File: config.mk
export PLATFORM = sky130hd
export DESIGN_NAME = game_sequencer
export DESIGN_NICKNAME = d
export VERILOG_FILES = /design/src/rtl/game_sequencer.sv
export SDC_FILE = /design/constraint.sdc
export NUM_CORES = 1
export LEC_CHECK = 0
export CAP_MARGIN = 15
export CORE_MARGIN = 10
export CORE_UTILIZATION = 50
export CTS_BUF_LIST = sky130_fd_sc_hd__clkbuf_8
export DETAILED_ROUTE_END_ITERATION = 8
export PLACE_DENSITY = 0.85
export SLEW_MARGIN = 20
export SYNTH_ARGS = -nofsm -noshare
export SYNTH_HDL_FRONTEND = slang
export SYNTH_SLANG_ARGS = --single-unit
export TNS_END_PERCENT = 30
File: constraint.sdc
create_clock -name clk -period 2 [get_ports clk]
set_input_delay 0.4 -clock clk [delete_from_list [all_inputs] [get_ports clk]]
set_output_delay 0.4 -clock clk [all_outputs]
set_load 0.01 [all_outputs]
File: src/rtl/game_sequencer.sv
// ---------------------------------------------------------------------------
// game_sequencer : pitch-by-pitch baseball game sequencer driving a base tracker
// Optional walk-off ending: GAME_SEQUENCER_WALKOFF_EN.  Revision 1.0
// ---------------------------------------------------------------------------
`default_nettype none

module game_sequencer #(
  parameter int INNINGS = 9,
  parameter int SCORE_W = 5
) (
  input  logic               clk,
  input  logic               reset_n,
  input  logic               ev_valid,
  input  logic [2:0]         ev_code,
  output logic               ev_ready,
  input  logic [2:0]         base,
  output logic [3:0]         hit,
  output logic [1:0]         balls,
  output logic [1:0]         strikes,
  output logic [1:0]         outs,
  output logic [3:0]         inning,
  output logic               half,
  output logic [SCORE_W-1:0] score_away,
  output logic [SCORE_W-1:0] score_home,
  output logic               game_over
);

`ifdef GAME_SEQUENCER_WALKOFF_EN
  localparam bit WALKOFF = 1'b1;
`else
  localparam bit WALKOFF = 1'b0;
`endif

  localparam logic [2:0] EV_BALL   = 3'd0;
  localparam logic [2:0] EV_STRIKE = 3'd1;
  localparam logic [2:0] EV_FOUL   = 3'd2;
  localparam logic [2:0] EV_OUT    = 3'd3;
  localparam logic [3:0] REG_INN   = 4'(INNINGS);

  typedef enum logic [1:0] {PLAY, SETTLE, CHANGE, OVER} state_t;
  state_t state;

  logic [2:0]         runs;
  logic [SCORE_W:0]   away_sum, home_sum;
  logic [SCORE_W-1:0] away_sat, home_sat;
  logic               is_out;
  logic               late_inning;

  // base is {1st,2nd,3rd}; a walk credits runs exactly like a single
  always_comb begin
    runs = 3'd0;
    case (ev_code)
      EV_BALL, 3'd4: runs = {2'b00, base[0]};
      3'd5:          runs = {2'b00, base[1]} + {2'b00, base[0]};
      3'd6:          runs = {2'b00, base[2]} + {2'b00, base[1]} + {2'b00, base[0]};
      3'd7:          runs = {2'b00, base[2]} + {2'b00, base[1]} + {2'b00, base[0]} + 3'd1;
      default:       runs = 3'd0;
    endcase
  end

  assign away_sum    = {1'b0, score_away} + (SCORE_W+1)'(runs);
  assign home_sum    = {1'b0, score_home} + (SCORE_W+1)'(runs);
  assign away_sat    = away_sum[SCORE_W] ? '1 : away_sum[SCORE_W-1:0];
  assign home_sat    = home_sum[SCORE_W] ? '1 : home_sum[SCORE_W-1:0];
  assign is_out      = (ev_code == EV_OUT) || (ev_code == EV_STRIKE && strikes == 2'd2);
  assign late_inning = (inning >= REG_INN);

  always_ff @(posedge clk or negedge reset_n) begin
    if (!reset_n) begin
      state      <= PLAY;
      ev_ready   <= 1'b1;
      hit        <= 4'b0000;
      balls      <= 2'd0;
      strikes    <= 2'd0;
      outs       <= 2'd0;
      inning     <= 4'd1;
      half       <= 1'b0;
      score_away <= '0;
      score_home <= '0;
      game_over  <= 1'b0;
    end else begin
      case (state)
        PLAY: begin
          if (ev_valid) begin
            if (is_out) begin
              balls   <= 2'd0;
              strikes <= 2'd0;
              if (outs == 2'd2) begin
                // third out: homer pulse sweeps the bases without crediting runs
                outs     <= 2'd3;
                hit      <= 4'b0001;
                state    <= CHANGE;
                ev_ready <= 1'b0;
              end else begin
                outs <= outs + 2'd1;
              end
            end else if (ev_code == EV_STRIKE) begin
              strikes <= strikes + 2'd1;
            end else if (ev_code == EV_FOUL) begin
              if (strikes < 2'd2) strikes <= strikes + 2'd1;
            end else if (ev_code == EV_BALL && balls != 2'd3) begin
              balls <= balls + 2'd1;
            end else begin
              // ball four or any hit: one-hot pulse, 1000 = single ... 0001 = homer
              hit      <= (ev_code == EV_BALL) ? 4'b1000 : (4'b1000 >> ev_code[1:0]);
              balls    <= 2'd0;
              strikes  <= 2'd0;
              state    <= SETTLE;
              ev_ready <= 1'b0;
              if (half) score_home <= home_sat;
              else      score_away <= away_sat;
            end
          end
        end
        SETTLE: begin
          hit <= 4'b0000;
          if (WALKOFF && half && late_inning && score_home > score_away) begin
            game_over <= 1'b1;
            state     <= OVER;
            ev_ready  <= 1'b0;
          end else begin
            state    <= PLAY;
            ev_ready <= 1'b1;
          end
        end
        CHANGE: begin
          hit  <= 4'b0000;
          outs <= 2'd0;
          if (!half) begin
            if (WALKOFF && late_inning && score_home > score_away) begin
              game_over <= 1'b1;
              state     <= OVER;
              ev_ready  <= 1'b0;
            end else begin
              half     <= 1'b1;
              state    <= PLAY;
              ev_ready <= 1'b1;
            end
          end else if ((late_inning && score_home != score_away) || inning == 4'd15) begin
            game_over <= 1'b1;
            state     <= OVER;
            ev_ready  <= 1'b0;
          end else begin
            half     <= 1'b0;
            inning   <= inning + 4'd1;
            state    <= PLAY;
            ev_ready <= 1'b1;
          end
        end
        default: begin
          ev_ready <= 1'b0;
        end
      endcase
    end
  end

endmodule

`default_nettype wire

# Word level (Yosys, flattened, before mapping)
# Index checks and enable logic that the tools add are counted.
# Widths: inputs -> output; s select.
[op_classes]
addsub = 10
magnitude_cmp = 2
eq_ne = 24
n_shift = 1
n_mux = 44
n_bitwise = 6
n_reduce_logical = 22
[op_table]
columns = ["operator", "count"]
rows = [
  ["$mux 2", 20],
  ["$mux 4", 7],
  ["$reduce_and 7->1", 2],
  ["$add 5x3->6", 2],
  ["$eq 3x3->1 const B", 4],
  ["$ne 3x3->1 const B", 4],
  ["$pmux 3 s4", 1],
  ["$reduce_and 6->1", 2],
  ["$mux 1", 10],
  ["$mux 5", 2],
  ["$ne 2x2->1 const B", 5],
  ["$reduce_and 3->1", 3],
  ["$pmux 4 s2", 1],
  ["$reduce_and 4->1", 2],
  ["$add 2x1->2 const B", 3],
  ["$eq 2x2->1 const B", 3],
  ["$eq 3x2->1 const B", 2],
  ["$not 1->1", 6],
  ["$pmux 2 s3", 1],
  ["$ne 5x5->1", 1],
  ["$reduce_and 5->1", 1],
  ["$add 1x1->2", 2],
  ["$add 4x1->4 const B", 1],
  ["$eq 4x4->1 const B", 1],
  ["18 further kinds", 23],
]
[word_totals]
reg_bits = 29
input_bits = 9
out_inout_bits = 27
wordCells = 120

# Longest topological paths before layout
[logic_depth]
word_depth = 8
depth_mapped = 14
mapped_depth_nobuf = 14

# Worst setup path before layout
# Ideal clock, no wire load.
[synth_timing]
path_kind = "input-to-reg"
from = "input base[0]"
to = "register score_away[4]"
setup_ns = 0.128
arrival_time_ns = 2.733
required_time_ns = 1.872
slack_ns = -0.861
path_stages = 13
path_buffers = 0
cell_sequence = "inv_1 > fa_1 > inv_1 > ha_1 > nand2_1 > o21ai_0 > a22o_1 > and2_1 > ha_1 > a21o_1 > a21oi_1 > nand2_1 > mux2_1"
[synth_between]
elab_chain_len = 5
elab_cells_between_ends = 6
classes_between = "add/sub: 4; mux: 2"
[synth_rtl]
columns = ["item", "line", "text"]
rows = [
  ["start: declaration", "16", "input logic [2:0] base,"],
  ["$add 2x1->3", "55, 56", ""],
  ["$add 3x1->3", "56", "3'd7: runs = {2'b00, base[2]} + {2'b00, base[1]} + {2'b00, base[0]} + 3'd1;"],
  ["$pmux 3 s4 *", "52", "case (ev_code)"],
  ["$add 5x3->6 *", "61", "assign away_sum = {1'b0, score_away} + (SCORE_W+1)'(runs);"],
  ["$mux 5 *", "63", "assign away_sat = away_sum[SCORE_W] ? '1 : away_sum[SCORE_W-1:0];"],
  ["end signal: assignment", "111", "else score_away <= away_sat;"],
  ["end: declaration", "23", "output logic [SCORE_W-1:0] score_away,"],
]
# Every way passes the cells marked *; elsewhere a longest branch is shown, timed or not.
# A chain may end at the register's enable or synchronous reset.

# Worst setup path after layout
[layout_timing]
from = "input base[2]"
to = "register score_away[4]"
[layout_between]
elab_chain_len = 6
[layout_rtl]
columns = ["item", "line"]
rows = [
  ["$add 1x1->2 *", "55, 56"],
  ["$add 2x1->3 *", "55, 56"],
  ["$add 3x1->3", "56"],
  ["$pmux 3 s4 *", "52"],
  ["$add 5x3->6 *", "61"],
  ["$mux 5 *", "63"],
]
# Marks and branches as above.

==> impl_metrics.csv <==
group,metric,value,unit
power,pwr_density_cell,1170,nW/um^2
worst_setup_path,regToRegSetupSlack,0.14,ns
routing,vias,1845,
synth,synthArstFlopShare,100.0,%
floorplanning,die-height,85.59,um
power,p_total,3.458,mW
power,ir_worst_vdd,723.2,uV
worst_setup_path,cp-startpoint,"base[2]",
grt,first_global_vias,2031,
worst_setup_path,r2r.worst_path.cells,5,
hold_path,min_path_type,"register to register",
grt,grt_max_degree,30,
worst_setup_path,worstSetupPathType,"input port to register",
synth,ys_ff_latch,29,
synth,synthesis.nets,243,
routing,ant_nets,0,
clock_tree,cts_buffers,5,
final_layout,regArea,728.2,sq um
synth,synth_edf_count,0,
worst_setup_path,crit_required,2.17,ns
final_layout,layout-drive-gt1-share,31.12,%
grt,grt_pass1_wl,9639,um
clock_tree,cts.sinks,29,
sta,finalHoldViolCount,0,
run,maxCapViolCount,0,
synth,synth-main-ff-cell,"dfrtp_1",
worst_setup_path,worstReg2RegEnd,"inning[1]",
final_layout,syn2layout_area_growth,37.41,%
routing,drc,0,
synth,synth_top_family_by_area,"compound AO/OA/AOI/OAI gates",
synth,synth_cells,214,
worst_setup_path,worstPathMaxFanout,3,
worst_setup_path,rr_startpoint,"score_home[1]",
sta,holdWs,0.4862,ns
placed_design,gp_congestion,0.8492,
outcome,status,"finished with violations",
synth,synth_compound_area_share,21.23,%
synth,synth_warnings,0,
worst_setup_path,end_kind,"register",
synth,synth_fa_ha_area_share,12.68,%
final_layout,diodes,0,
sta,period_share,132.7,%
placed_design,dp_hpwl,4148,um
sta,slew_violations,0,
worst_setup_path,crit_path_start_kind,"input port",
sta,relSlewSlack,74.38,%
clock_tree,cts_tree,"yes",
synth,synth.area.mux_share,4.654,%
floorplanning,start_util,52.63,%
sta,post-route-min-period,2.655,ns
clock_tree,clk_path_buf_depth,2,
floorplanning,num_rows,23,
clock_tree,cts.clk_slew.worst_paths,0.07,ns
hold_path,hold_path_end,"hit[2]",
sta,finalSetupViolCount,10,
floorplanning,dieArea,7325,sq um
synth,synth_area_leader_cell,"dfrtp_1",
routing,drtPass1Iterations,4,
hold_path,worst_hold_startpoint,"hit[2]",
grt,antenna_found_initial,0,
hold_path,hold_path_depth,2,
clock_tree,h-tree-depth,2,
clock_tree,clockRootBuffer,"clkbuf_8",
power,leakagePower,1.384,nW
final_layout,fill_cells,288,
sta,tightest_slew,0.3843,ns
final_layout,final_cell_mix,"clkdlybuf4s50_1 (31), buf_4 (31), dfrtp_1 (27)",
routing,drt_wl_total,5447,um
placed_design,io_buffers,35,
synth,ys_types,61,
floorplanning,dieWidth,85.59,um
floorplanning,io_pins,36,
clock_tree,clk_latency,0.28,ns
sta,fin_tns_setup,-5.831,ns
worst_setup_path,worstPathArrival,2.82,ns
grt,gr-total-overflow,0,
clock_tree,cts-hold-fix-buffers,0,
outcome,violations,"setup timing",
synth,synth_top_area_share,31.41,%
synth,syn_area,2151,sq um
synth,synth.area.top_cells,"dfrtp_1 (31%), ha_1 (9.9%), inv_1 (4.5%)",
synth,synth-simple-area-share,19.14,%
synth,postSynthAreaPerCell,10.05,sq um
final_layout,num-nets-final,314,
routing,viasPerCell,5.491,
sta,grt_setup_unrepaired,"true",
sta,skew,0.007059,ns
floorplanning,core,4086,sq um
synth,synth.yosys.seq_area_share,33.86,%
routing,drt-wirelength-per-cell,16.21,um
sta,setup_ws,-0.6547,ns
final_layout,multiInputGateArea,1365,sq um
synth,synthXorXnorAreaFrac,2.443,%
grt,track_usage,15.94,%
routing,drt_iter0_drc,127,
final_layout,post-route-util,72.32,%
sta,clock.fmax,376.7,MHz
==> cells in the mapped netlist, types with 3 or more instances <==
cell      number
dfrtp_1       27
inv_1         26
ha_1          17
nand2_1       17
nor2_1        17
o21ai_0        9
a21oi_1        5
a22o_1         5
nand3_1        5
mux2i_1        4
nor2b_1        4
o31ai_1        4
a21o_1         3
fa_1           3
mux2_1         3
nand2b_1       3
nor3_4         3
o22a_1         3
xnor2_1        3
xor2_1         3
==> cell families after synthesis <==
kind of cell,count (synthesis)
buffers and inverters,30
adders and majority gates,20
DFF,29
xor gates and xnor gates,6
AOI/OAI and AO/OA,54
and+or+nand+nor,66
muxes,9
==> flip-flops by register name (all words and copies together), names as in the netlist <==
| name | cells |
|---|---|
| score_away | 5 |
| score_home | 5 |
| hit | 4 |
| inning | 4 |
| balls | 2 |
| outs | 2 |
| state | 2 |
| strikes | 2 |
| ev_ready | 1 |
| game_over | 1 |
| half | 1 |
==> repair_timing <==
| action | in CTS | in global routing |
|---|---|---|
| resized for setup | 26 | 6 |
| endpoints found under the setup margin | 10 | 12 |
| buffers inserted | 1 | 0 |
| pin swaps | 12 | 10 |
==> worst max path at each step <==
| stage | depth (start not counted) | slack (ns) | endpoint |
|---|---|---|---|
| 2_1_floorplan | 14 | -0.70 | score_home[0] |
| 4_1_cts | 14 | -0.68 | score_away[4] |
| 3_5_place_dp | 15 | -1.41 | score_away[2] |
| 3_3_place_gp | 15 | -1.37 | score_away[2] |
| 6_report | 14 | -0.65 | score_away[4] |
| 5_1_grt | 14 | -0.74 | score_away[4] |
==> critical path, stage by stage <==
cell and delay [ns]:
buf_8 0.08, inv_8 0.02, fa_1 0.57, inv_1 0.05, ha_1 0.26, nand2_1 0.04
o21ai_1 0.07, a22o_1 0.14, and2_4 0.19, inv_4 0.04, fa_2 0.36, nor2b_2 0.14
o211ai_1 0.13, mux2_4 0.32
==> per-stage QoR <==
step | setup WS, ns | area (sq um) | instances
detailed placement | -1.414 | 2831 | 327
CTS | -0.6819 | 2933 | 336
floorplan | -0.7018 | 2210 | 214
global placement | -1.367 | 2831 | 327
global route | -0.7377 | 2955 | 336
finish | -0.6547 | 2955 | 336
==> layout make-up <==
cell class	instances	area share, %
clock buffers	5	2.329
well taps	50	2.117
inverters	26	3.641
clock inverters	3	0.4657
repair buffers	68	20.62
multi-input cells	155	46.19
flip-flops and latches	29	24.64
==> power breakdown <==
group	internal (mW)	switching, mW
clock network	0.236	0.233
logic	0.994	0.918
registers	0.811	0.266
==> per-layer routing <==
metal	wire length [um]	GRT usage (%)	vias up	share of wire, %
met3	321	5.298	15	5.9
li1	-	-	893	-
met5	0	0	-	0
met2	2758	27.45	43	51
met4	123	5.838	0	2.3
met1	2244	17.82	894	41
Note: power is estimated with default switching activity, not from simulation.
